### config.mk
export PLATFORM = sky130hd
export DESIGN_NAME = pcm_frame_packer
export DESIGN_NICKNAME = d
export VERILOG_FILES = /design/src/rtl/pcm_frame_packer.sv
export SDC_FILE = /design/constraint.sdc
export NUM_CORES = 1
export LEC_CHECK = 0
export BUFFER_PORTS_ARGS = -buffer_cell sky130_fd_sc_hd__buf_2
export CAP_MARGIN = 20
export CORE_UTILIZATION = 30
export DETAILED_ROUTE_END_ITERATION = 6
export SYNTH_ARGS = -nofsm -noshare
export SYNTH_HDL_FRONTEND = slang
export SYNTH_SLANG_ARGS = --single-unit
### constraint.sdc
create_clock -name clk -period 3.2 [get_ports clk]
set_input_delay 0.48 -clock clk [delete_from_list [all_inputs] [get_ports clk]]
set_output_delay 0.48 -clock clk [all_outputs]
set_load 0.02 [all_outputs]
### src/rtl/pcm_frame_packer.sv
// Packs one captured multi-channel PCM frame into a byte stream (optional sync/seq header)
// for a full-aware FIFO write port; frames arriving while busy are dropped and counted.
module pcm_frame_packer #(
  parameter int          SAMPLE_WIDTH = 24,
  parameter int          NUM_CHANNELS = 2,
  parameter int          HEADER_EN    = 1,
  parameter logic [7:0]  SYNC_BYTE    = 8'hA5
) (
  input  logic                                 clk,
  input  logic                                 rst_n,
  input  logic [NUM_CHANNELS*SAMPLE_WIDTH-1:0] sample_data,
  input  logic                                 sample_valid,
  input  logic                                 big_endian,
  output logic                                 sample_ready,
  input  logic                                 fifo_full,
  output logic                                 fifo_wr_en,
  output logic [7:0]                           fifo_data,
  output logic                                 busy,
  output logic                                 frame_drop,
  output logic [15:0]                          drop_count
);

  localparam int BYTES  = SAMPLE_WIDTH / 8;
  localparam int NBYTES = NUM_CHANNELS * BYTES;
  localparam int IDX_W  = (NBYTES > 1) ? $clog2(NBYTES) : 1;
  localparam int NSLOT  = 1 << IDX_W;
  localparam int FW     = NUM_CHANNELS * SAMPLE_WIDTH;
  localparam logic [IDX_W-1:0] LAST_IDX = IDX_W'(NBYTES - 1);

  typedef enum logic [1:0] {IDLE, HDR_SYNC, HDR_SEQ, DATA} state_t;

  state_t           state_q, state_d;
  logic [IDX_W-1:0] idx_q, idx_d;
  logic [7:0]       seq_q, seq_d;
  logic [FW-1:0]    frame_q, frame_d;
  logic             be_q, be_d;
  logic [15:0]      drop_count_q, drop_count_d;
  logic             frame_drop_q, frame_drop_d;

  logic             wr_en, last_byte, ready, capture;
  state_t           start_state;
  logic [NSLOT-1:0][7:0] le_bytes, be_bytes;

  // Byte tables in stream order for both endiannesses; the index selects directly.
  for (genvar ch = 0; ch < NUM_CHANNELS; ch++) begin : g_ch
    for (genvar b = 0; b < BYTES; b++) begin : g_b
      assign le_bytes[ch*BYTES+b] = frame_q[ch*SAMPLE_WIDTH + b*8 +: 8];
      assign be_bytes[ch*BYTES+b] = frame_q[ch*SAMPLE_WIDTH + (BYTES-1-b)*8 +: 8];
    end
  end
  for (genvar p = NBYTES; p < NSLOT; p++) begin : g_pad
    assign le_bytes[p] = 8'h00;
    assign be_bytes[p] = 8'h00;
  end

  assign start_state = (HEADER_EN != 0) ? HDR_SYNC : DATA;
  assign wr_en       = (state_q != IDLE) && !fifo_full;
  assign last_byte   = (state_q == DATA) && (idx_q == LAST_IDX);
  assign ready       = (state_q == IDLE) || (last_byte && !fifo_full);
  assign capture     = sample_valid && ready;

  always_comb begin
    state_d      = state_q;
    idx_d        = idx_q;
    seq_d        = seq_q;
    frame_d      = frame_q;
    be_d         = be_q;
    frame_drop_d = sample_valid && !ready;
    drop_count_d = drop_count_q;
    if (frame_drop_d && (drop_count_q != 16'hFFFF))
      drop_count_d = drop_count_q + 16'd1;

    case (state_q)
      HDR_SYNC: if (wr_en) state_d = HDR_SEQ;
      HDR_SEQ: begin
        if (wr_en) begin
          state_d = DATA;
          idx_d   = '0;
        end
      end
      DATA: begin
        if (wr_en) begin
          if (last_byte) begin
            seq_d   = seq_q + 8'd1;
            state_d = IDLE;
          end else begin
            idx_d = idx_q + IDX_W'(1);
          end
        end
      end
      default: ;
    endcase

    // A capture on the last byte overrides the return to IDLE for gapless frames.
    if (capture) begin
      frame_d = sample_data;
      be_d    = big_endian;
      idx_d   = '0;
      state_d = start_state;
    end
  end

  always_ff @(posedge clk or negedge rst_n) begin
    if (!rst_n) begin
      state_q      <= IDLE;
      idx_q        <= '0;
      seq_q        <= 8'h00;
      frame_q      <= '0;
      be_q         <= 1'b0;
      drop_count_q <= 16'h0000;
      frame_drop_q <= 1'b0;
    end else begin
      state_q      <= state_d;
      idx_q        <= idx_d;
      seq_q        <= seq_d;
      frame_q      <= frame_d;
      be_q         <= be_d;
      drop_count_q <= drop_count_d;
      frame_drop_q <= frame_drop_d;
    end
  end

  always_comb begin
    fifo_data = 8'h00;
    case (state_q)
      HDR_SYNC: fifo_data = SYNC_BYTE;
      HDR_SEQ:  fifo_data = seq_q;
      DATA:     fifo_data = be_q ? be_bytes[idx_q] : le_bytes[idx_q];
      default:  fifo_data = 8'h00;
    endcase
  end

  assign fifo_wr_en   = wr_en;
  assign sample_ready = ready;
  assign busy         = (state_q != IDLE);
  assign frame_drop   = frame_drop_q;
  assign drop_count   = drop_count_q;

endmodule

* Yosys cells after proc, flatten, opt, wreduce, memory -nomap -nowiden *
Cells that the tools add are included.

storage, ports and cells
  word-level logic and storage cells = 54
  input bits = 53
  output and inout port bits = 28
  register bits after elaboration = 79

cells by class
  mux-type cells = 17
  reduce and logical (&&, ||, !) cells = 16
  $add $sub $neg = 3
  eq/ne operators = 10
  magnitude comparators = 1

operators with widths
  operator                 number
  $bmux W8 S3              2
  $mux W8                  3
  $pmux W8 S3              1
  $add A16 B1 Y16 const B  1
  $ne A16 B16 Y1 const B   1
  $ne A3 B3 Y1 const B     5
  $mux W3                  4
  $mux W2                  5
  $add A8 B1 Y8 const B    1
  $logic_and A1 B1 Y1      6
  $pmux W2 S3              1
  $pmux W3 S2              1
  $reduce_and A5 Y1        1
  $eq A2 B2 Y1 const B     2
  $lt A3 B4 Y1 const B     1
  $reduce_and A4 Y1        1
  $reduce_bool A4 Y1       1
  $add A3 B1 Y3 const B    1
  $eq A3 B3 Y1 const B     1
  $reduce_and A3 Y1        1
  $reduce_bool A3 Y1       1
  $eq A2 B1 Y1 const B     1
  $logic_not A1 Y1         2
  $logic_not A2 Y1         1
  2 further kinds          2

* Longest topological paths before layout *
  depth in word-level cells = 7
  depth in mapped cells = 9
  gate-level depth less buffers = 6

* Least setup slack after synthesis *
OpenSTA, ideal clock, no wires.

  path type = reg-to-reg
  start point = register idx_q[1]
  end point = register be_q
  path buffers = 3
  arrival time = 2.440 ns
  clock period less this slack = 2.565 ns
  path slack = 0.635 ns
  data required time = 3.075 ns
  stages on the path, launching flop included = 10
  library setup time = 0.125 ns
  cells stage by stage = dfrtp_1 > clkbuf_2 > inv_1 > ha_1 > nand3_1 > o21ai_0 > and2_1 > buf_2 > buf_2 > mux2_2

on the way
  longest elaborated chain between the ends = 5

ends and longest elaborated chain
  what                    line  source
  from (decl)             33    logic [IDX_W-1:0] idx_q, idx_d;
  from (signal assigned)  114   idx_q <= idx_d;
  $eq A3 B3 Y1            58    assign last_byte = (state_q == DATA) && (idx_q == LAST_IDX);
  $logic_and A1 B1 Y1     58
  $logic_and A1 B1 Y1     59    assign ready = (state_q == IDLE) || (last_byte && !fifo_full);
  $logic_or A1 B1 Y1      59
  via sample_ready        14    output logic sample_ready,
  $logic_and A1 B1 Y1     60    assign capture = sample_valid && ready;
  to (signal assigned)    109   be_q <= 1'b0;
  to (signal assigned)    117   be_q <= be_d;
  to (decl)               36    logic be_q, be_d;

The timed path passes the listed nets, and every way through them passes these cells.
A chain may end at the register's enable or synchronous reset.

* Worst setup path after layout *
  start point = register idx_q[1]
  end point = output port fifo_data[6]

on the way
  longest elaborated chain between the ends = 4
  elaborated cells between the ends (all ways) = 6
  classes of those cells = mux: 6

ends and longest elaborated chain
  what                           line  source
  $bmux W8 S3                    128   DATA: fifo_data = be_q ? be_bytes[idx_q] : le_bytes[idx_q];
  $mux W8 (implied by the code)  128
  $mux W8 *                      128
  $pmux W8 S3 *                  125   case (state_q)
  to (decl)                      17    output logic [7:0] fifo_data,

Every way passes the cells marked *; elsewhere a longest branch is shown, timed or not. The select of a mux whose other input is x is not followed.

==> impl_metrics.ini <==
[job]
cap_violations = 0

[power]
clockPowerShare_pct = 21.2
p_sw_mw = 1.87
power_frac_comb_pct = 42.6
p_int_mw = 3.06
switching_share_pct = 37.9
ir_drop_v = 0.000368
power_mw = 4.93
p_leak_nw = 2.19
p_seq_share_pct = 36.2
p_per_area_nw_per_um2 = 994

[sta]
tightest_slew_ns = 0.687
finalCriticalPeriod_ns = 2.92
fmax_mhz = 342
post-route-period-util_pct = 91.4
rsz0062_at_grt = false
setup_ws_ns = 0.275
drv_slew = 0
setup_viol = 0
slew_headroom_pct = 53.9
skew_ns = 0.00511
setup_tns_ns = 0
hold_violations = 0

[placed_design]
pre_cts_slack_ns = 0.602
hpwl_um = 7270
post-place-cells = 582
numPortBuffers = 80
place_congestion = 0.920

[clock_network]
clkLatencyLatePin_ns = 0.33
clockRootBuffer = clkbuf_16
htreeDepth = 3
cts.sinks = 79
cts_buffers = 9
clk_pin_slew_ns = 0.06
cts_resized = 0
cts_hold_buf = 0
clockBufferDepth = 2
cts_setup_buffers = 0
cts_tree = yes

[floorplan]
pin_count = 81
die_area_um2 = 13900
core-area_um2 = 12900
rows = 41
die_h_um = 118
die_w_um = 118
start_util_pct = 31.3

[status]
status = finished clean

[finish]
multi_input_area_um2 = 1950
nets = 484
fin_cells = 599
drive_above_1_share_pct = 39.8
fillers = 1295
register_area_um2 = 1980
antenna_cells = 0
syn2layout_area_growth_pct = 23.0

[hold_path]
hold_class = primary input to asynchronous set/reset pin

[critical_path]
r2r_cells = 6
r2r_setup_slack_ns = 0.54
crit_arrival_ns = 2.44
r2r-start = idx_q[1]$_DFFE_PN0P_
critPathMaxFanout = 18
criticalPathCategory = register to primary output
start_kind = register
worstPathRequired_ns = 2.72
rr_endpoint = drop_count[7]$_DFFE_PN0P_
crit_path_end_kind = primary output

[synthesis]
synth_area_leaders = dfrtp_1, mux2_2, mux2i_1, ha_1, xor2_1
ys.warnings.count = 0
ys_async_sr_fraction_pct = 100
ys.flop_type = dfrtp_1
yosysTopAreaCell = dfrtp_1
synthesis.area_um2 = 4030
syn_nets = 403
synth.distinct_cells = 41
synth_most_common_cell = dfrtp_1
synth_edf_count = 0
syn_area_per_cell_um2 = 11.8
syn_inst = 341
ys_seq_area_share_pct = 49.0
synthTopCellsByCount = dfrtp_1, mux2_2, mux2i_1
synth_top_area_share_pct = 49.0
ys_seq_elements = 79

[grt]
grt_antenna_before_repair = 0
grt_pass1_vias = 2972
grt_overflow = 0
grt_pass1_wl_um = 15700
grt_max_degree = 80
track_usage_pct = 14.6

[routing]
wire_per_inst_um = 16.3
drt-vias-per-instance = 5.04
totalWireLength_um = 9780
drc = 0
ant_nets = 0
vias = 3016
dr.pass1.iters = 4
first_iter_violations = 172
==> cell families after synthesis <==
family,count (synthesis),share of synthesized area [%]
AOI/OAI and AO/OA,53,9.71
buffers and inverters,24,2.70
and+or+nand+nor,78,10.1
DFF,79,49.0
adders and majority gates,9,2.79
xor gates and xnor gates,18,3.91
muxes,80,21.7
==> cell usage in the layout, fill, tap and decap left out, types with 4 or more instances in the layout <==
master,n
nor4_1,6
o211ai_1,9
ha_1,9
xnor2_1,7
o2111ai_1,4
or2_2,4
a21oi_1,10
nand2_1,12
buf_4,5
a211oi_1,9
nand3_1,15
mux2_2,60
or3_1,4
dfrtp_1,79
a221o_1,4
mux2i_1,20
clkbuf_16,9
buf_2,79
o21ai_0,5
nor3_1,7
xor2_1,11
nor2_1,15
inv_1,8
==> worst max-delay path by stage <==
stage,from,endpoint
floorplan,idx_q[1]$_DFFE_PN0P_,be_q$_DFFE_PN0P_
global placement,idx_q[1]$_DFFE_PN0P_,drop_count[9]$_DFFE_PN0P_
detailed placement,idx_q[1]$_DFFE_PN0P_,drop_count[7]$_DFFE_PN0P_
CTS,idx_q[1]$_DFFE_PN0P_,fifo_data[6]
global route,idx_q[1]$_DFFE_PN0P_,fifo_data[4]
finish,idx_q[1]$_DFFE_PN0P_,fifo_data[6]
==> final cells by class <==
class                   instances  share of cell area (%)
flip-flops and latches         79                    39.8
multi-input cells             238                    39.3
repair buffers                 86                    9.68
clock buffers                  13                    5.45
well taps                     172                    4.34
clock inverters                 3                   0.807
inverters                       8                   0.605
==> layer usage <==
| metal | GRT usage (%) | vias to the layer above | wire [µm] |
|---|---|---|---|
| met1 | 20.3 | 1473 | 4600 |
| met3 | 3.44 | 9 | 571 |
| met5 | 0 | - | 0 |
| met2 | 21.6 | 106 | 4470 |
| met4 | 6.09 | 0 | 133 |
| li1 | - | 1428 | - |
==> stage by stage <==
stage | instance area [µm²] | hold slack [ns] | utilization, %
2_1_floorplan | 4030 | 0.184 | -
3_3_place_gp | 4620 | 0.478 | 35.9
3_5_place_dp | 4620 | 0.481 | 35.9
4_1_cts | 4930 | 0.359 | 38.3
5_1_grt | 4960 | 0.0162 | 38.5
6_report | 4960 | 0.0100 | 38.5
==> critical path, cell delays in order, from the launching register on <==
cell     delay, ns
dfrtp_1       0.70
xor2_1        0.20
buf_4         0.21
mux2i_1       0.28
o21ai_0       0.19
a221o_1       0.35
buf_2         0.17
==> flip-flops by register name, summed over array words and instances (netlist names) <==
name,flops
state_q,2
be_q,1
frame_drop,1
drop_count,16
frame_q,48
seq_q,8
idx_q,3
==> power by group through the flow <==
stage          sequential [mW]  clock (mW)  combinational (mW)
4_1_cts                   1.79        1.09                2.10
5_1_grt                   1.85        1.12                2.28
2_1_floorplan             1.74           0                1.48
3_5_place_dp              1.80           0                2.09
3_3_place_gp              1.79           0                2.06
6_report                  1.78        1.05                2.10
No activity file was read; power rests on OpenSTA's default activity.
